===== config.mk =====
export PLATFORM = sky130hd
export DESIGN_NAME = cpu_run_controller
export DESIGN_NICKNAME = d
export VERILOG_FILES = /design/src/rtl/cpu_run_controller.sv
export SDC_FILE = /design/constraint.sdc
export NUM_CORES = 1
export LEC_CHECK = 0
export ABC_AREA = 0
export CORE_MARGIN = 2
export CORE_UTILIZATION = 40
export CTS_CLUSTER_DIAMETER = 150
export DETAILED_ROUTE_END_ITERATION = 12
export PLACE_DENSITY = 0.61
export SYNTH_ARGS = -nofsm -noshare
export SYNTH_HDL_FRONTEND = slang
export SYNTH_SLANG_ARGS = --single-unit

===== constraint.sdc =====
create_clock -name clk -period 2.4 [get_ports clk]
set_input_delay 0.24 -clock clk [delete_from_list [all_inputs] [get_ports clk]]
set_output_delay 0.24 -clock clk [all_outputs]
set_load 0.03 [all_outputs]

===== src/rtl/cpu_run_controller.sv =====
// Run/reset sequencer for the single-cycle MIPS core: stretches reset, gates
// execution through cpu_en, and supports free-run, bounded-run and single-step.
module cpu_run_controller #(
    parameter int RESET_CYCLES = 2,
    parameter int CNT_W        = 32
) (
    input  logic             clk,
    input  logic             reset,
    input  logic             start,
    input  logic             step,
    input  logic [CNT_W-1:0] run_len,
    input  logic             halt_req,
    output logic             cpu_reset,
    output logic             cpu_en,
    output logic [2:0]       state,
    output logic [CNT_W-1:0] cycle_count,
    output logic             done
);

    typedef enum logic [2:0] {
        HOLD = 3'd0,
        IDLE = 3'd1,
        RUN  = 3'd2,
        STEP = 3'd3,
        HALT = 3'd4
    } state_t;

    localparam int HW = (RESET_CYCLES > 1) ? $clog2(RESET_CYCLES) : 1;
    localparam logic [HW-1:0] HOLD_LAST = HW'(RESET_CYCLES - 1);

    state_t           cur, nxt;
    logic [HW-1:0]    hold_cnt, hold_cnt_nxt;
    logic [CNT_W-1:0] remaining, rem_nxt;
    logic [CNT_W-1:0] cnt_nxt, cnt_inc;

    // Saturating increment; remaining is tracked independently of saturation.
    assign cnt_inc = (&cycle_count) ? cycle_count : cycle_count + 1'b1;

    always_comb begin
        nxt          = cur;
        hold_cnt_nxt = hold_cnt;
        rem_nxt      = remaining;
        cnt_nxt      = cycle_count;
        case (cur)
            HOLD: begin
                if (hold_cnt == HOLD_LAST) begin
                    nxt          = IDLE;
                    hold_cnt_nxt = '0;
                end else begin
                    hold_cnt_nxt = hold_cnt + 1'b1;
                end
            end
            IDLE, HALT: begin
                if (start) begin
                    nxt     = RUN;
                    rem_nxt = run_len;
                    cnt_nxt = '0;
                end else if (step) begin
                    nxt = STEP;
                end
            end
            RUN: begin
                cnt_nxt = cnt_inc;
                if (remaining != '0)
                    rem_nxt = remaining - 1'b1;
                // remaining==0 means free run: only halt_req ends it.
                if (halt_req || remaining == CNT_W'(1))
                    nxt = HALT;
            end
            STEP: begin
                cnt_nxt = cnt_inc;
                nxt     = halt_req ? HALT : IDLE;
            end
            default: begin
                nxt          = HOLD;
                hold_cnt_nxt = '0;
                rem_nxt      = '0;
                cnt_nxt      = '0;
            end
        endcase
    end

    always_ff @(posedge clk) begin
        if (reset) begin
            cur         <= HOLD;
            hold_cnt    <= '0;
            remaining   <= '0;
            cycle_count <= '0;
        end else begin
            cur         <= nxt;
            hold_cnt    <= hold_cnt_nxt;
            remaining   <= rem_nxt;
            cycle_count <= cnt_nxt;
        end
    end

    assign state     = cur;
    assign cpu_reset = (cur == HOLD);
    assign cpu_en    = (cur == RUN) || (cur == STEP);
    assign done      = (cur == HALT);

endmodule


### Word level (Yosys, flattened, before mapping)

Index checks and enable logic that the tools add are counted.

* add/subtract/negate cells: 3
* equal/unequal tests: 11
* mux-type cells: 14
* bitwise operators: 2
* reductions and logical operators: 12

Operators by type and width (number)
* 32-bit one-hot mux with 3 select lines: 2
* 32-bit 2-to-1 mux: 4
* 32-bit by 1-bit adder with 32-bit output, second input constant: 1
* 32-bit by 1-bit equality test with 1-bit output, second input constant: 1
* 32-bit AND reduction: 1
* 32-bit nonzero test: 1
* 32-bit by 1-bit subtractor with 32-bit output, second input constant: 1
* 3-bit 2-to-1 mux: 5
* 3-bit one-hot mux with 4 select lines: 1
* 3-bit AND reduction: 3
* 2-bit inequality test, second input constant: 4
* 3-bit by 2-bit equality test with 1-bit output, second input constant: 2
* 2-bit OR reduction: 3
* 4-bit OR reduction: 1
* 3-bit by 1-bit equality test with 1-bit output, second input constant: 1
* 3-bit equality test, second input constant: 1
* 3-bit logical NOT: 1
* 3-bit inequality test, second input constant: 1
* 1-bit logical OR: 2
* 2-bit by 1-bit inequality test with 1-bit output, second input constant: 1
* 1-bit inverter: 2
* 1-bit one-hot mux with 2 select lines: 1
* 1-bit adder, second input constant: 1
* 1-bit 2-to-1 mux: 1

* register bits after elaboration: 68

### Depth between registers and ports, before layout

Gate-level depths: netlist (run 1).

* word-level depth: 4
* mapped depth: 7

### Worst setup path after synthesis (run 1)

No wires, ideal clock.

* kind: reg-to-reg
* from: register cycle_count[0]
* to: register cycle_count[6]
* library setup time: 0.115 ns
* arrival: 2.164 ns
* slack: 0.122 ns
* cell stages (with the launch flop): 8
* buffers on the path: 1
* path through: dfxtp_1 ha_1 and2_1 nand4_1 o41ai_4 buf_6 nor4_1 o21a_1

* word-level cells in the longest chain between the ends: 3
* elaborated cells between the ends (all ways): 6
* those cells by class: add/sub (1); eq/ne (1); mux (2); reduce/logical (2)

Ends and longest elaborated chain
* start: declaration: RTL line 16 `output logic [CNT_W-1:0] cycle_count,`
* start signal: assignment: RTL line 93 `cycle_count <= cnt_nxt;`
* 32-bit by 1-bit adder with 32-bit output or 32-bit AND reduction (tied branches): RTL line 37 `assign cnt_inc = (&cycle_count) ? cycle_count : cycle_count + 1'b1;`
* 32-bit 2-to-1 mux or 2-bit inequality test (tied branches)
* 32-bit one-hot mux with 3 select lines or 3-bit AND reduction (tied branches)

Several ways; a longest one is shown, not always the timed one. The select of a mux whose other input is x is not followed.
A chain may end at the register's enable or synchronous reset.

### Worst setup path in the final report (run 1)

* from: register remaining[12]
* to: register remaining[26]

* word-level cells in the longest chain between the ends: 3
* elaborated cells between the ends (all ways): 6
* those cells by class: add/sub (1); eq/ne (1); mux (2); reduce/logical (2)

Ends and longest elaborated chain
* start: declaration: RTL line 33 `logic [CNT_W-1:0] remaining, rem_nxt;`
* start signal: assignment: RTL line 92 `remaining <= rem_nxt;`
* 32-bit by 1-bit subtractor with 32-bit output or 32-bit nonzero test (tied branches): RTL line 65, 64
* 32-bit 2-to-1 mux or 2-bit inequality test (tied branches)
* 32-bit one-hot mux with 3 select lines or 3-bit AND reduction (tied branches)

Several ways; a longest one is shown, not always the timed one. The select of a mux whose other input is x is not followed.

==> results by stage, run 1 <==
Hold path:
- The startpoint of the most critical hold path is remaining[30]$_SDFFE_PP0P_.
- The path class of the tightest hold or removal check is register to register.
- The hold-critical path endpoint is remaining[30]$_SDFFE_PP0P_.
- The worst hold path passes through 2 cells.

Detailed routing:
- The routed length per placed instance is 16.8 um.
- The via density per instance is 6.05.
- The total number of vias is 4698.
- The first routing iteration left 323 violations.
- In this run the remaining antenna-violating nets after routing total 0.
- After detailed routing, the total wire length is 13000 um.
- Before antenna repair, the detailed router went through 6 iterations.
- In the routed design, unresolved DRC markers number 0.

Global route:
- The first-pass GRT wire length is 21600 um.
- The largest net degree at the start of global routing is 27.
- The initial antenna violation count was 0.
- Global routing finished with a remaining overflow of 0.
- Across every metal layer, demand over resource in global routing totals 0.234.
- The number of global-route vias before repair was 4344.

Placed design:
- The routability congestion estimate is 0.848.
- Summed over all nets, the half-perimeter wirelength after detailed placement is approximately 9700 um.
- Buffers placed on the I/O ports in this run total 74.

Die:
- Row generation in the floorplan step produced 37 rows.
- The floorplan step set the die width to 107 um.
- The initial standard-cell utilization of the core is 0.411.
- The die covers 11400 sq um.
- Measured along the y axis, the die boundary spans approximately 110 um.
- After floorplanning, the core was sized to cover 10300 sq um.
- The I/O pin count is 75.

Critical path:
- The type of the worst setup path is register to register.
- The kind of launch point of the worst setup path is a register.
- In this run the worst path has a maximum fanout of 7.
- The slowest stage of the critical path is the sky130_fd_sc_hd__o41a_1 cell.
- Counting cells, the worst reg-to-reg path comes to 5.
- The worst register-to-register path begins at remaining[12]$_SDFFE_PP0P_.
- For this run, the slowest stage of the critical path takes 0.59 ns.
- In this run the critical register-to-register path is captured at remaining[26]$_SDFFE_PP0P_.
- The critical path buffer and inverter count is 1.
- The register-to-register setup slack is 0.10 ns.
- The endpoint kind of the worst setup timing path is a register.
- The worst path required time is 2.64 ns.
- Data on the critical path arrives at its endpoint at 2.53 ns.
- The top cell family by delay on the critical path is compound AO/OA/AOI/OAI gates.
- The signal on the critical path passes through nor4_2, nand3_2, o41a_1, buf_4, a32o_1.

Logic synthesis:
- Yosys instantiated no cell more often than sky130_fd_sc_hd__dfxtp_1.
- After synthesis, the share of flip-flops with an asynchronous set or reset is 0.
- The number of enable-type register cells in the synthesized netlist is 0.
- The sequential fraction of the synthesis area is 0.322.
- After synthesis the netlist holds a flip-flop and latch count of 68.
- Ranked by instance count, the synthesized netlist is headed by sky130_fd_sc_hd__dfxtp_1, sky130_fd_sc_hd__a21oi_1, sky130_fd_sc_hd__nand2_1, sky130_fd_sc_hd__nor2_1, sky130_fd_sc_hd__o21ai_1.
- The count of warnings emitted by yosys is 0.
- The area fraction of the dominant cell type after synthesis is 0.322.
- The number of nets in the synthesized netlist is about 570.
- Sorting the synthesized cells by area gives the leading types as sky130_fd_sc_hd__dfxtp_1, sky130_fd_sc_hd__a21oi_1, sky130_fd_sc_hd__or3_1.
- Counting every instance in the synthesized netlist gives approximately 530.
- In this run the cell area of the synthesized design comes to 4230 sq um.
- The number of distinct library cells after synthesis is 66.
- The mean area per synthesized cell is a little under 8 sq um.
- The library cell occupying the most area in the post-synthesis netlist is sky130_fd_sc_hd__dfxtp_1.
- The most instantiated flip-flop cell in the synthesis netlist is sky130_fd_sc_hd__dfxtp_1.

Power:
- Of the total power, the share spent switching nets is 0.480.
- Of the total power, combinational logic draws 0.629.
- In this run the power density over the cells is around 1300 nW/um^2.
- The analysis attributes to net switching a power of ~0.0034 W.
- The share of total power dissipated in the clock network is 0.148.
- The leakage power figure is 1.91 nW.
- The peak supply drop is ~0.7 mV.
- Of the total power, registers draw 0.224.
- The internal power of the cells is around 0.0037 W.

Clock tree:
- The TritonCTS buffer count is 9.
- After clock tree synthesis, the clock-pin slew on the worst setup and hold paths is roughly 0.080 ns.
- The clock root buffer is sky130_fd_sc_hd__clkbuf_8.
- In this run the deepest clock path goes through 2 buffers.
- The level count of the clock H-tree is 3.
- The clock drives 68 sinks.
- Clock latency on the worst-skew pair, taken at its later pin, is 0.35 ns.
- TritonCTS built the clock tree.

Final layout:
- From synthesis to final layout, the design area changed by 32.0%.
- The repair_antennas step left the layout with diodes totalling 0.
- In the final layout, the share of cells above drive strength 1 is 0.136.
- The register cell area after layout is 1360 sq um.
- The final layout net count is 676.
- After filler insertion, the fill cell instance count of the layout stands at 1046.
- The fraction of the core area covered by cells at the end of the flow is 0.543.
- The total area of multi-input combinational cells is about 2700 sq um.

STA:
- The transition time at the pin with the least slew margin is 0.680 ns.
- The smallest clock period supported by the final layout is computed as 2.30 ns.
- The final hold violation count is 0.
- In this run the tightest slew margin relative to its limit is 0.545.
- Adding up every negative setup slack in the final design gives 0 ns.
- For this run, the top clock speed supported by timing is 436 MHz.
- The max-slew violation total from the final report is 0.
- On the final layout, the worst clock skew is between 0.015 and 0.02 ns.
- The count of endpoints failing setup in the final report is 0.
- The tightest hold path in the finished design has a slack of roughly 0.48 ns.
- In the finished design, the share of the clock period the worst path needs comes to 0.957.
- Setup repair after global routing left no endpoint under its margin.

Flow run:
- The max-cap violation count is 0.

Status:
- The run finished with clean final reports.
layout by cell type (no fill, tap or decap), types with 4 or more instances in the layout:
cell type	n
sky130_fd_sc_hd__o32ai_1	4
sky130_fd_sc_hd__o211ai_1	6
sky130_fd_sc_hd__or2_2	6
sky130_fd_sc_hd__dfxtp_1	68
sky130_fd_sc_hd__and2_1	4
sky130_fd_sc_hd__o31a_1	4
sky130_fd_sc_hd__and3_1	4
sky130_fd_sc_hd__a31oi_1	15
sky130_fd_sc_hd__nor2_1	28
sky130_fd_sc_hd__mux2i_1	6
sky130_fd_sc_hd__nor4_1	12
sky130_fd_sc_hd__nand2_1	40
sky130_fd_sc_hd__nor4_4	4
sky130_fd_sc_hd__a221oi_1	4
sky130_fd_sc_hd__a32oi_1	5
sky130_fd_sc_hd__a21oi_1	52
sky130_fd_sc_hd__or4_1	13
sky130_fd_sc_hd__nand3_1	22
sky130_fd_sc_hd__buf_4	46
sky130_fd_sc_hd__o31ai_1	7
sky130_fd_sc_hd__nand4_1	8
sky130_fd_sc_hd__o21ai_0	22
sky130_fd_sc_hd__clkbuf_8	9
sky130_fd_sc_hd__o21a_1	6
sky130_fd_sc_hd__nor3_1	25
sky130_fd_sc_hd__o21ai_1	28
sky130_fd_sc_hd__clkdlybuf4s50_1	74
sky130_fd_sc_hd__or3_1	26
sky130_fd_sc_hd__inv_1	17
sky130_fd_sc_hd__nand2b_1	6
through the flow:
step / worst slack (ns) / total power, W / cells / area (sq um)
4_1_cts: 0.122 / 0.00708 / 775 / 5560
5_1_grt: 0.0296 / 0.00767 / 776 / 5580
6_report: 0.104 / 0.00717 / 776 / 5580
3_5_place_dp: 0.159 / 0.00601 / 760 / 5350
2_1_floorplan: 0.122 / 0.00458 / 534 / 4230
3_3_place_gp: 0.248 / 0.00595 / 760 / 5350
registers in the layout, summed over array words and instances, names as in the netlist:
name         flops
remaining       32
state            3
hold_cnt         1
cycle_count     32
kinds of logic (layout without fill, tap and decap cells):
kind of cell | after synthesis | after routing | share of synthesized area
DFF | 68 | 68 | 0.322
adders and majority gates | 4 | 4 | 0.0113
AOI/OAI and AO/OA | 184 | 184 | 0.287
xor gates and xnor gates | 5 | 5 | 0.0104
muxes | 8 | 8 | 0.0195
buffers and inverters | 47 | 153 | 0.0494
and+or+nand+nor | 218 | 218 | 0.300
area by class of cell:
type / instances / area share
Clock buffer: 9 / 0.0222
Tap cell: 136 / 0.0305
Sequential cell: 68 / 0.244
Clock inverter: 6 / 0.0161
Timing Repair Buffer: 121 / 0.198
Multi-Input combinational cell: 419 / 0.477
Inverter: 17 / 0.0114
worst reg2reg max path, stage by stage (launching register included):
cell and delay, ns:
sky130_fd_sc_hd__dfxtp_1 0.39, sky130_fd_sc_hd__nor4_2 0.51, sky130_fd_sc_hd__nand3_2 0.24, sky130_fd_sc_hd__o41a_1 0.59, sky130_fd_sc_hd__buf_4 0.22, sky130_fd_sc_hd__a32o_1 0.25
power groups by stage:
stage	clock network (W)	registers (W)	logic, W
6_report	0.00106	0.00160	0.00451
5_1_grt	0.00113	0.00164	0.00490
4_1_cts	0.00108	0.00160	0.00441
3_5_place_dp	0	0.00162	0.00439
3_3_place_gp	0	0.00161	0.00433
2_1_floorplan	0	0.00161	0.00296
layer usage:
metal  share of wire  track usage  vias up
met1            0.48        0.342     2274
met5               0            0        -
li1                -            -     2256
met3           0.061       0.0389       15
met2            0.45        0.350      153
met4           0.012       0.0724        0
what timing repair did:
item	CTS	global route
gates resized for setup	0	0
setup buffers	0	1
endpoints found under the setup margin	0	2
hold buffers	0	0
how the worst max path moves through the flow:
stage / from / cells after the start / slack, ns / end
after floorplan: cycle_count[0]$_SDFFE_PP0P_ / 7 / 0.12 / cycle_count[6]$_SDFFE_PP0P_
after global placement: start / 7 / 0.25 / cycle_count[13]$_SDFFE_PP0P_
after detailed placement: remaining[12]$_SDFFE_PP0P_ / 5 / 0.16 / remaining[26]$_SDFFE_PP0P_
after CTS: remaining[12]$_SDFFE_PP0P_ / 5 / 0.12 / remaining[26]$_SDFFE_PP0P_
after global routing: remaining[12]$_SDFFE_PP0P_ / 6 / 0.03 / remaining[31]$_SDFFE_PP0P_
final: remaining[12]$_SDFFE_PP0P_ / 5 / 0.10 / remaining[26]$_SDFFE_PP0P_
Note: power is estimated with default switching activity, not from simulation.
==> run 2, diff against run 1 <==
--- a/config.mk
+++ b/config.mk
@@ -6,11 +6,12 @@
 export NUM_CORES = 1
 export LEC_CHECK = 0
 export ABC_AREA = 0
+export CAP_MARGIN = 0
 export CORE_MARGIN = 2
 export CORE_UTILIZATION = 40
 export CTS_CLUSTER_DIAMETER = 150
 export DETAILED_ROUTE_END_ITERATION = 12
-export PLACE_DENSITY = 0.61
+export PLACE_DENSITY = 0.64
 export SYNTH_ARGS = -nofsm -noshare
 export SYNTH_HDL_FRONTEND = slang
 export SYNTH_SLANG_ARGS = --single-unit
==> constraint.sdc (replaced) <==
create_clock -name clk -period 1.9 [get_ports clk]
set_input_delay 0.19 -clock clk [delete_from_list [all_inputs] [get_ports clk]]
set_output_delay 0.19 -clock clk [all_outputs]
set_load 0.03 [all_outputs]
==> run 2 against run 1 <==
The run now ends with setup timing left. Clock power rose by 9%. Utilization increased by 16 points. Register-to-register slack got worse by 0.25 ns. Combinational power grew 88%. Largest power group unchanged. First-iteration DRC count decreased by 19%.
==> results by stage, run 2 (synthesis results as in run 1) <==
Status:
- The run finished, with violations left.
- The checks that failed: setup timing.

Critical path:
- The worst register-to-register path begins at remaining[5]$_SDFFE_PP0P_.
- The worst setup path is launched from a register.
- The worst path required time is 2.16 ns.
- The maximum net fanout on the critical path is 6.
- The worst setup path is captured at a register.
- Counting cells, the worst reg-to-reg path comes to 6.
- The register-to-register setup slack is -0.15 ns.
- The critical path is of the register to register type.
- The data arrival time of the critical path is 2.31 ns.
- The endpoint of the most critical register-to-register path is remaining[26]$_SDFFE_PP0P_.

Final layout:
- The fraction of layout instances using a drive strength above 1 is 0.442.
- The number of standard cells in the layout, taps in and fillers out is 892.
- The final layout net count is 791.
- The post-synthesis to final-layout area growth is 70.3%.
- The repair_antennas step left the layout with diodes totalling 0.
- The final design instance area without fill is 7200 sq um.
- Fill cells in the final layout number 825.
- In the layout the commonest cells are sky130_fd_sc_hd__buf_4, sky130_fd_sc_hd__clkdlybuf4s50_1, sky130_fd_sc_hd__a21oi_1.
- The most common library cell in the layout ignoring fill and taps is sky130_fd_sc_hd__buf_4.

Die:
- The core region is 10300 sq um.
- The initialized floorplan defines 37 standard-cell rows.
- The I/O pin count is 75.
- For this configuration, the core starts out at a cell density of 0.411.
- The floorplan die area is 11400 sq um.
- The floorplan step set the die width to between 100 and 150 um.
- The height of the die is 107 um.

Hold path:
- The hold-critical path endpoint is remaining[28]$_SDFFE_PP0P_.
- The cell depth of the worst min-delay path is 3.
- The worst hold-check path type is input port to register.
- The worst hold path begins at run_len[28].

Global route:
- The aggregate global routing overflow is 0.
- The total global-route track usage is 0.264.
- The number of global-route vias before repair is about 5000.
- The initial antenna violation count is 0.
- Entering global routing, the biggest net connects 31 pins.
- The first global-routing pass estimated 24300 um of wire.

STA:
- Setup violations remaining at the end of the flow were counted as about 50.
- Across all hold checks on the routed design, the worst slack comes to about 0.46 ns.
- In the finished design, the share of the clock period the worst path needs comes to 1.08.
- The max-slew violation total from the final report came to 0.
- Setup repair after global routing could not meet its margin everywhere.
- The worst path in the final design needs a cycle of 2.05 ns, including I/O delays and setup.
- Setup slack on the critical path of the routed design comes to -0.146 ns.
- The normalized max-slew margin is 0.575.
- For the pin with the worst max-slew slack, the measured transition is 0.632 ns.
- The final hold violation count is 0.
- The achievable clock frequency is 489 MHz.
- For the final database, setup skew stands at 0.0129 ns.

Power:
- For this design the ratio of total power to cell area is 1610 nW/um^2.
- The leakage power figure is 2.68 nW.
- The peak supply drop is 1.06 mV.
- After layout, the design draws a total of about 0.012 W.

Placed design:
- In this run the cell area measured after placement is 6090 sq um.
- The placed cell count is 837.
- Routability-driven placement finished with a final weighted congestion of 0.882.
- The worst slack at placement is -0.302 ns.
- The post-detailed-placement half-perimeter wirelength is 10400 um.
- The number of port buffers is 74.

Detailed routing:
- The routed length per placed instance is 17.6 um.
- The overall routed net length is 15700 um.
- The total number of vias is 5290.
- The via density per instance is between 5 and 6.
- The number of optimization iterations in the first detailed-route pass is 5.
- The remaining design rule violation count is 0.
- The antenna violation net count after detailed routing is 0.
- The count of routing violations after the opening detailed-route iteration is 261.

Clock tree:
- The buffer depth of the longest clock path is 2.
- Buffers inserted during clock tree synthesis total 9.
- The clock tree synthesis step divided the H-tree into 3 levels.
- The insertion delay of the later-clocked pin in the worst-skew pair is 0.37 ns.
- The clock root buffer is sky130_fd_sc_hd__clkbuf_8.
- The hold-fix buffer count after cts is 0.
- The CTS tree is done.
- The clock drives 68 sinks.
- After clock tree synthesis, the clock-pin slew on the worst setup and hold paths is 0.09 ns.

Flow run:
- The max-cap violation count is 0.
[run 2: cell count changes in the layout (fill, tap and decap cells not counted), sizes merged]
cell | before | now
clkinv | 3 | 1
clkdlybuf4s50 | 74 | 71
inv | 17 | 20
clkinvlp | 1 | 3
buf | 47 | 162
clkdlybuf4s15 | 0 | 1
bufinv | 2 | 0
dlygate4sd2 | 0 | 2
[run 2: layer usage]
metal	share of wire	wire length (um)	track usage	up-vias
li1	-	-	-	2494
met1	0.41	6390	0.313	2562
met2	0.52	8130	0.474	191
met3	0.046	729	0.0401	43
met4	0.028	442	0.109	0
met5	0	0	0	-
[run 2: cell type report]
type	count	area, sq um	area share
repair buffers	236	2130	0.295
multi-input cells	419	3200	0.445
flip-flops and latches	68	1450	0.202
clock buffers	9	124	0.0172
clock inverters	7	57.6	0.00800
well taps	136	170	0.0236
inverters	17	63.8	0.00886
[run 2: worst max path at each step]
stage	start	endpoint	slack (ns)	cells after the start
after global placement	state[2]$_SDFFE_PP0P_	cycle_count[5]$_SDFFE_PP0P_	-0.27	5
final	remaining[5]$_SDFFE_PP0P_	remaining[26]$_SDFFE_PP0P_	-0.15	6
after CTS	remaining[23]$_SDFFE_PP0P_	remaining[5]$_SDFFE_PP0P_	-0.09	5
after detailed placement	state[2]$_SDFFE_PP0P_	cycle_count[6]$_SDFFE_PP0P_	-0.30	5
after global routing	remaining[7]$_SDFFE_PP0P_	remaining[17]$_SDFFE_PP0P_	-0.20	7
after floorplan	cycle_count[25]$_SDFFE_PP0P_	cycle_count[6]$_SDFFE_PP0P_	-0.21	7
[run 2: repair_timing]
action                                  in CTS  in global routing
endpoints found under the setup margin      63                 66
setup buffers                               27                 11
cloned                                       3                  2
gates resized for setup                     89                 73
pin swaps                                   56                 65
[run 2: where the power goes]
part / leakage (nW) / total [W] / switching, W / internal, W
Combinational: 2.02 / 0.00847 / 0.00454 / 0.00392
Clock: 0.0829 / 0.00116 / 0.000669 / 0.000489
Sequential: 0.577 / 0.00196 / 0.000271 / 0.00169
[run 2: critical path, stage by stage (launching register included)]
cell                      delay, ns
sky130_fd_sc_hd__dfxtp_2       0.34
sky130_fd_sc_hd__nor4_4        0.36
sky130_fd_sc_hd__nand3_2       0.14
sky130_fd_sc_hd__buf_6         0.14
sky130_fd_sc_hd__o41a_1        0.53
sky130_fd_sc_hd__buf_6         0.19
sky130_fd_sc_hd__a32o_1        0.24
[run 2: per-stage QoR]
| stage | TNS (ns) | util |
|---|---|---|
| after floorplan | -1.37 | - |
| after global placement | -7.95 | 0.592 |
| after detailed placement | -8.67 | 0.592 |
| after CTS | -0.783 | 0.663 |
| after global routing | -7.17 | 0.700 |
| final | -2.87 | 0.700 |
